**config.mk**
```make
export PLATFORM = sky130hd
export DESIGN_NAME = load_use_hazard_ctrl
export DESIGN_NICKNAME = d
export VERILOG_FILES = /design/src/rtl/load_use_hazard_ctrl.sv
export SDC_FILE = /design/constraint.sdc
export NUM_CORES = 1
export LEC_CHECK = 0
export ABC_AREA = 1
export CAP_MARGIN = 20
export CORE_ASPECT_RATIO = 0.8
export CORE_MARGIN = 2
export CORE_UTILIZATION = 47
export DETAILED_ROUTE_END_ITERATION = 16
export PLACE_DENSITY = 0.89
export SYNTH_ARGS = -nofsm -noshare
export SYNTH_HDL_FRONTEND = slang
export SYNTH_SLANG_ARGS = --single-unit
```
**constraint.sdc**
```tcl
create_clock -name clk -period 2.5 [get_ports clk]
set_input_delay 0.5 -clock clk [delete_from_list [all_inputs] [get_ports clk]]
set_output_delay 0.5 -clock clk [all_outputs]
set_load 0.01 [all_outputs]
```
**src/rtl/load_use_hazard_ctrl.sv**
```systemverilog
// Load-use hazard controller: holds the ID instruction until its load producer can be forwarded,
// sequences redirect flushes, honours a global memory freeze and counts inserted load-use bubbles.
module load_use_hazard_ctrl #(
    parameter int unsigned RF_SIZE = 5,
    parameter int unsigned PERF_W  = 16
) (
    input  logic               clk,
    input  logic               rst_n,
    input  logic               EnRs1_id,
    input  logic               EnRs2_id,
    input  logic               EnMemW_id,
    input  logic [RF_SIZE-1:0] Rs1Idx_id,
    input  logic [RF_SIZE-1:0] Rs2Idx_id,
    input  logic               EnMemR_ex,
    input  logic [RF_SIZE-1:0] RdIdx_ex,
    input  logic               EnMemR_mem1,
    input  logic [RF_SIZE-1:0] RdIdx_mem1,
    input  logic               Redirect_ex,
    input  logic               Freeze,
    output logic               Stall_pc,
    output logic               Stall_ifid,
    output logic               Bubble_idex,
    output logic               Flush_ifid,
    output logic               Flush_idex,
    output logic               Stalling,
    output logic [PERF_W-1:0]  LoadUseStalls
);

    localparam logic [0:0] RUN   = 1'b0;
    localparam logic [0:0] STALL = 1'b1;

    logic [0:0] state, state_nxt;
    logic [1:0] cnt, cnt_nxt;
    logic [1:0] need;
    logic       alu_ex, st_ex, alu_m1;
    logic       stall;

    // Bubble requirement: loads forward from MEM3, so an ALU consumer needs the load two stages ahead
    // of EX, while store data is consumed one stage later and tolerates one stage less.
    always_comb begin
        alu_ex = EnMemR_ex && (RdIdx_ex != '0) &&
                 ((EnRs1_id && (Rs1Idx_id == RdIdx_ex)) || (EnRs2_id && (Rs2Idx_id == RdIdx_ex)));
        st_ex  = EnMemR_ex && (RdIdx_ex != '0) &&
                 EnMemW_id && !EnRs2_id && (Rs2Idx_id == RdIdx_ex);
        alu_m1 = EnMemR_mem1 && (RdIdx_mem1 != '0) &&
                 ((EnRs1_id && (Rs1Idx_id == RdIdx_mem1)) || (EnRs2_id && (Rs2Idx_id == RdIdx_mem1)));
        if (alu_ex)
            need = 2'd2;
        else if (st_ex || alu_m1)
            need = 2'd1;
        else
            need = 2'd0;
    end

    // Next state and control outputs; reset and freeze force all pipeline controls low.
    always_comb begin
        state_nxt  = state;
        cnt_nxt    = cnt;
        stall      = 1'b0;
        Flush_ifid = 1'b0;
        Flush_idex = 1'b0;
        if (!rst_n || Freeze) begin
            state_nxt = state;
        end else if (Redirect_ex) begin
            Flush_ifid = 1'b1;
            Flush_idex = 1'b1;
            state_nxt  = RUN;
            cnt_nxt    = 2'd0;
        end else begin
            case (state)
                RUN: begin
                    if (need != 2'd0) begin
                        stall = 1'b1;
                        if (need == 2'd2) begin
                            state_nxt = STALL;
                            cnt_nxt   = need - 2'd1;
                        end
                    end
                end
                default: begin
                    stall = 1'b1;
                    if (cnt <= 2'd1) begin
                        state_nxt = RUN;
                        cnt_nxt   = 2'd0;
                    end else begin
                        cnt_nxt = cnt - 2'd1;
                    end
                end
            endcase
        end
        Stall_pc    = stall;
        Stall_ifid  = stall;
        Bubble_idex = stall;
        Stalling    = rst_n && (state == STALL);
    end

    always_ff @(posedge clk or negedge rst_n) begin
        if (!rst_n) begin
            state <= RUN;
            cnt   <= 2'd0;
        end else begin
            state <= state_nxt;
            cnt   <= cnt_nxt;
        end
    end

    // Saturating bubble counter; Bubble_idex is already low while frozen.
    always_ff @(posedge clk or negedge rst_n) begin
        if (!rst_n)
            LoadUseStalls <= '0;
        else if (Bubble_idex && !Freeze && (LoadUseStalls != '1))
            LoadUseStalls <= LoadUseStalls + PERF_W'(1);
    end

endmodule

```
==> results of run 1 <==
## state kept, by name (all words and copies together) (netlist names)
| signal | cells |
|---|---|
| state | 1 |
| cnt | 2 |
| LoadUseStalls | 16 |
## worst register-to-register path, cell delays in order (launching register included)
cell and delay, ns:
dfrtp_1 0.43, ha_1 0.23, nand3_2 0.12, nor2_2 0.16, nand2_1 0.12, or3_1 0.61
nand3_4 0.32, nand2_1 0.08, nand2_1 0.07
## through the flow
step,utilization,std cells,cell area (um^2),setup slack [ns]
3_5_place_dp,0.6581,361,2237,-0.5227
4_1_cts,0.6688,365,2273,0.02450
6_report,0.6879,366,2338,0.1415
3_3_place_gp,0.6581,361,2237,-0.4846
5_1_grt,0.6879,366,2338,-0.004254
2_1_floorplan,-,265,1657,0.1689
## logic make-up after synthesis
kind of cell	Yosys count	synth area share
buf+inv	48	0.1284
simple gates	169	0.4532
fa+ha+maj	1	0.007552
flops	19	0.2870
xor+xnor	17	0.08988
compound gates	11	0.03399
## cell usage in the layout (no fill, tap or decap), drive strengths merged
master         synthesis  layout
nor3                   6       6
nand2                 98      98
xor2                  11      11
nor2                  29      29
dfrtp                 19      19
nand4                 21      21
clkinvlp               0       1
a21oi                  4       4
dlymetal6s2s           0      19
xnor2                  6       6
ha                     1       1
dlygate4sd2            0       3
o22ai                  1       1
o21ai                  6       6
or3                    1       1
clkbuf                 1       4
buf                    7      16
nand3                 14      14
inv                   40      40
clkdlybuf4s50          0      24
## area by class of cell
cell class / instances / area, um^2
clock buffer: 3 / 41.29
clock inverter: 1 / 7.507
fill: 295 / 1061
multi-input combinational: 198 / 985.9
inverter: 40 / 150.1
timing repair buffer: 63 / 625.6
sequential: 19 / 475.5
tap: 42 / 52.55
## layer usage
metal,global-route usage,vias up
met5,0,-
met4,0.06044,0
met3,0.04064,10
met2,0.3356,89
met1,0.3393,834
li1,-,948
## timing repair
action,CTS,global route
resized for setup,20,27
setup buffers,0,1
setup endpoints to repair,3,6
pin swaps,0,9
## worst max-delay path by stage
| stage | cells after the start | to | slack [ns] | start |
|---|---|---|---|---|
| 3_5_place_dp | 12 | Bubble_idex | -0.52 | RdIdx_ex[1] |
| 2_1_floorplan | 11 | Stall_ifid | 0.17 | RdIdx_ex[2] |
| 4_1_cts | 14 | Bubble_idex | 0.02 | Rs2Idx_id[0] |
| 3_3_place_gp | 12 | Bubble_idex | -0.48 | RdIdx_ex[1] |
| 5_1_grt | 13 | Stall_pc | -0.004 | RdIdx_ex[1] |
| 6_report | 5 | Stalling | 0.14 | rst_n |
## power groups by stage
stage / Clock (mW) / Sequential [mW] / Combinational, mW
2_1_floorplan: 0 / 0.356 / 0.0947
3_3_place_gp: 0 / 0.352 / 0.223
3_5_place_dp: 0 / 0.353 / 0.227
4_1_cts: 0.229 / 0.347 / 0.227
5_1_grt: 0.238 / 0.350 / 0.251
6_report: 0.223 / 0.348 / 0.229
==> flow_summary.yaml, run 1 <==
run_status:
  status: "finished, final reports clean"
route:
  drt_iter0_drc: 172
  ant_nets: 0
  num_vias: 1881
  wire_per_inst_um: 12.72
  routed.top_layer: "met4"
  met3WireLength_um: 328
  drtPass1Iterations: 5
  wl_um: 4656
  drt-met1-wl_um: 2201
  drc: 0
  dr_wl_met2_um: 2080
  routed_via_density: 5.139
grt:
  groute.usage.overall: 0.2259
  grt_pass1_wl_um: 7293
  grt_pass1_vias: 1647
  grt_antenna_before_repair: 0
  overflow: 0
  grt_max_degree: 21
die:
  dieArea_mm2: 0.004018
  die_w_um: 70.38
  ioPinCount: 51
  die_y_um: 57.10
  coreArea_mm2: 0.003400
  rows: 19
  start_util: 0.4873
synth:
  synth_fp_nets: 295
  ys_top_cells_by_count: "nand2_1, inv_1, nor2_1, nand4_1, dfrtp_1"
  synth_ff_type: "dfrtp_1"
  yosys.area.top_type_share: 0.2870
  synth.distinct_cells: 24
  ys_top_cells_by_area: "dfrtp_1, nand2_1, inv_1"
  synth_edf_count: 0
  synthesis.area_mm2: 0.001657
  ys_warn_count: 0
  synth.ff_latch_count: 19
  async_flop_share: 1.000
  syn_avg_cell_area_um2: 6.251
  synth_top_cell_by_area: "dfrtp_1"
  yosysMostFrequentCell: "nand2_1"
  postSynthCellCount: 265
  ys_seq_area_frac: 0.2870
setup_path:
  critical_path_buf_inv_count: 4
  path_cells: "clkdlybuf4s50_1 > buf_6 > nand2_1 > inv_1 > clkdlybuf4s50_1"
  crit_required_ns: 2.00
  crit_type: "in -> out"
  path_delay_family: "buffers and inverters"
  worstRegToRegCells: 8
  crit_top_cell: "clkdlybuf4s50_1"
  arrival_ns: 1.86
  timing.rr.start: "LoadUseStalls[0]"
  cp-end-kind: "primary output"
  r2r_slack_ns: 0.29
  startpoint_type: "input pin"
  crit_slowest_cell: "clkdlybuf4s50_1"
  r2r_end: "LoadUseStalls[15]"
  worstPathMaxFanout: 20
  crit_path_max_incr_delay_ns: 0.52
clock_tree:
  htree_levels: 1
  clk_root_buffer_cell: "clkbuf_8"
  cts_sinks: 19
  ctsLongestPathBuffers: 2
  hold_buffers: 0
  clk_pin_slew_ns: 0.08
  cts_tree: "built"
  insertion_delay_ns: 0.27
  numCtsBuffers: 3
sta:
  setup_viol: 0
  drv_slew: 0
  relSlewSlack: 0.5768
  setup_tns_ns: 0
  fin_crit_sh: 0.9434
  min_period_ns: 2.358
  clock_skew_ns: 0.007151
  finalHoldViolCount: 0
  worst_pin_slew_ns: 0.6347
  fmax_ghz: 0.4240
  whs_ns: 0.5092
power:
  p_per_area_mw_per_mm2: 342.1
  netSwitchingFraction: 0.3113
  peakVddDrop_mv: 0.3950
  intPower_mw: 0.5510
  power_frac_clock: 0.278
  p_seq_frac: 0.435
  p_sw_mw: 0.2490
  p_total_mw: 0.8000
  pwr-share-comb: 0.287
  p_leak_nw: 1.401
job:
  drv_cap: 0
min_path:
  hp-class: "reg -> reg"
  hold_end: "cnt[0]"
  min_from: "cnt[0]"
  holdPathStages: 2
finish:
  syn_to_final_growth_pct: 41.16
  drive_above_1_share: 0.1080
  n_antenna_cell: 0
  layout.nets: 355
placed_design:
  dp_hpwl_um: 3413
  finalWeightedCongestion: 0.9756
  port_buffers: 50
(Power assumes the default switching activity.)
==> inputs of run 2 (changes only) <==
--- a/config.mk
+++ b/config.mk
@@ -8,10 +8,10 @@
 export ABC_AREA = 1
 export CAP_MARGIN = 20
 export CORE_ASPECT_RATIO = 0.8
-export CORE_MARGIN = 2
+export CORE_MARGIN = 10
 export CORE_UTILIZATION = 47
 export DETAILED_ROUTE_END_ITERATION = 16
-export PLACE_DENSITY = 0.89
+export PLACE_DENSITY = 0.8
 export SYNTH_ARGS = -nofsm -noshare
 export SYNTH_HDL_FRONTEND = slang
 export SYNTH_SLANG_ARGS = --single-unit
==> run 2 against run 1 <==
  * Hold slack lost 0.00074 ns
  * Via count grew 0.58%
  * Wire length grew 8.8%
  * Critical path depth is the same
  * Highest routed layer unchanged
  * Fmax shrank 0.40%
  * Utilization shrank 0.70 points
  * Die area grew 57%
  * Final cell count grew 0.27%
  * Sequential power is essentially flat
  * Combinational power is essentially flat
  * Sequential share of layout area grew 0.065 points
==> flow_summary.yaml, run 2 (synthesized netlist as in run 1, its figures left out) <==
sta:
  clock_skew_ns: 0.002277
  setup_viol: 0
  drv_slew: 0
  timing.final.ws_setup_ns: 0.1320
  whs_ns: 0.5085
  setup_tns_ns: 0
  min_period_ns: 2.368
  rsz0062_at_grt: "no"
  finalHoldViolCount: 0
  relSlewSlack: 0.7078
  fmax_ghz: 0.4223
  worst_pin_slew_ns: 0.4384
  fin_crit_sh: 0.9472
min_path:
  hold_end: "cnt[1]"
  holdPathStages: 2
  min_from: "cnt[1]"
  hp-class: "reg -> reg"
run_status:
  status: "finished, final reports clean"
finish:
  final_common_cell: "nand2_1"
  largestRegisters: "LoadUseStalls x16, cnt x2, state x1"
  design_area_mm2: 0.002331
  seq_area_um2: 475.5
  final_util: 0.6809
  largest_reg_flops: 16
  top_register: "LoadUseStalls"
  n_antenna_cell: 0
  multi_input_area_um2: 985.9
  syn_to_final_growth_pct: 40.71
  fillerInstances: 299
  final_cell_mix: "nand2_1, inv_1, clkdlybuf4s50_1"
  drive_above_1_share: 0.1077
  layout.nets: 356
setup_path:
  worstPathMaxFanout: 20
  crit_required_ns: 2.00
  crit_slowest_cell: "clkdlybuf4s50_1"
  startpoint_type: "input pin"
  worstRegToRegCells: 8
  r2r_slack_ns: 0.38
  crit_type: "in -> out"
  path_cells: "clkdlybuf4s50_1 > buf_6 > nand2_1 > inv_1 > clkdlybuf4s50_1"
  crit_path_max_incr_delay_ns: 0.52
  crit_top_cell: "clkdlybuf4s50_1"
  arrival_ns: 1.87
  critical_path_buf_inv_count: 4
  path_delay_family: "buffers and inverters"
  cp-end-kind: "primary output"
  r2r_end: "LoadUseStalls[10]"
  timing.rr.start: "LoadUseStalls[0]"
grt:
  grt_pass1_vias: 1706
  overflow: 0
  grt_pass1_wl_um: 8217
  grtUsageMet2: 0.2455
  grt-busiest-layer: "met2"
  groute.usage.overall: 0.1548
  grt_antenna_before_repair: 0
  use_met1: 0.2126
  grt_max_degree: 21
  gr-usage-met3: 0.04129
route:
  num_vias: 1892
  routed_via_density: 5.155
  drtPass1Iterations: 4
  ant_nets: 0
  drt_iter0_drc: 192
  drc: 0
  wl_um: 5067
  wire_per_inst_um: 13.81
die:
  die_w_um: 86.38
  die_y_um: 73.10
  start_util: 0.4839
  rows: 19
  ioPinCount: 51
  dieArea_mm2: 0.006314
  coreArea_mm2: 0.003423
power:
  p_leak_nw: 1.361
  peakVddDrop_mv: 0.3726
  p_per_area_mw_per_mm2: 339.4
clock_tree:
  cts_tree: "built"
  numCtsBuffers: 3
  ctsLongestPathBuffers: 2
  insertion_delay_ns: 0.25
  clk_root_buffer_cell: "clkbuf_8"
  clk_pin_slew_ns: 0.07
  htree_levels: 1
  cts_sinks: 19
placed_design:
  post-place-ws_ns: -0.5660
  finalWeightedCongestion: 0.9170
  placed_cell_area_mm2: 0.002245
  dp_hpwl_um: 3933
  port_buffers: 50
job:
  drv_cap: 0
run 2: how the worst max path moves through the flow:
stage,startpoint,end,cells past startpoint
5_1_grt,EnRs2_id,Stall_pc,10
4_1_cts,RdIdx_mem1[3],Bubble_idex,12
3_5_place_dp,RdIdx_ex[1],Bubble_idex,12
2_1_floorplan,RdIdx_ex[2],Stall_ifid,11
3_3_place_gp,RdIdx_ex[1],Bubble_idex,12
6_report,rst_n,Stalling,5
run 2: layout make-up:
cell class	instances	share of cell area
well taps	42	0.02254
clock inverters	1	0.002147
repair buffers	64	0.2662
clock buffers	3	0.01771
inverters	40	0.06441
flip-flops and latches	19	0.2040
multi-input cells	198	0.4230
run 2: through the flow:
stage	total power, mW	cells
finish	0.7911	367
CTS	0.7935	367
global route	0.8390	367
global placement	0.5762	362
detailed placement	0.5797	362
floorplan	0.4507	265
run 2: repair_timing:
action                                  in CTS  in global routing
buffers inserted                             1                  0
endpoints found under the setup margin       5                  4
resized for setup                           23                 23
pin swaps                                    2                  7
hold buffers                                 0                  0
run 2: power by group:
group,total (mW),switching [mW],internal (mW)
Combinational,0.229,0.116,0.112
Sequential,0.346,0.0214,0.325
Clock,0.216,0.105,0.111
Total,0.791,0.243,0.548
run 2: tightest hold or removal path, stage by stage (launching register included):
cell	delay (ns)
dfrtp_1	0.36
nand2_1	0.06
nand2_1	0.06
run 2: routing by layer:
metal  part of all wire  up-vias
li1                   -      951
met1               0.46      866
met2               0.45       71
met3              0.078        4
met4             0.0079        0
met5                  0        -
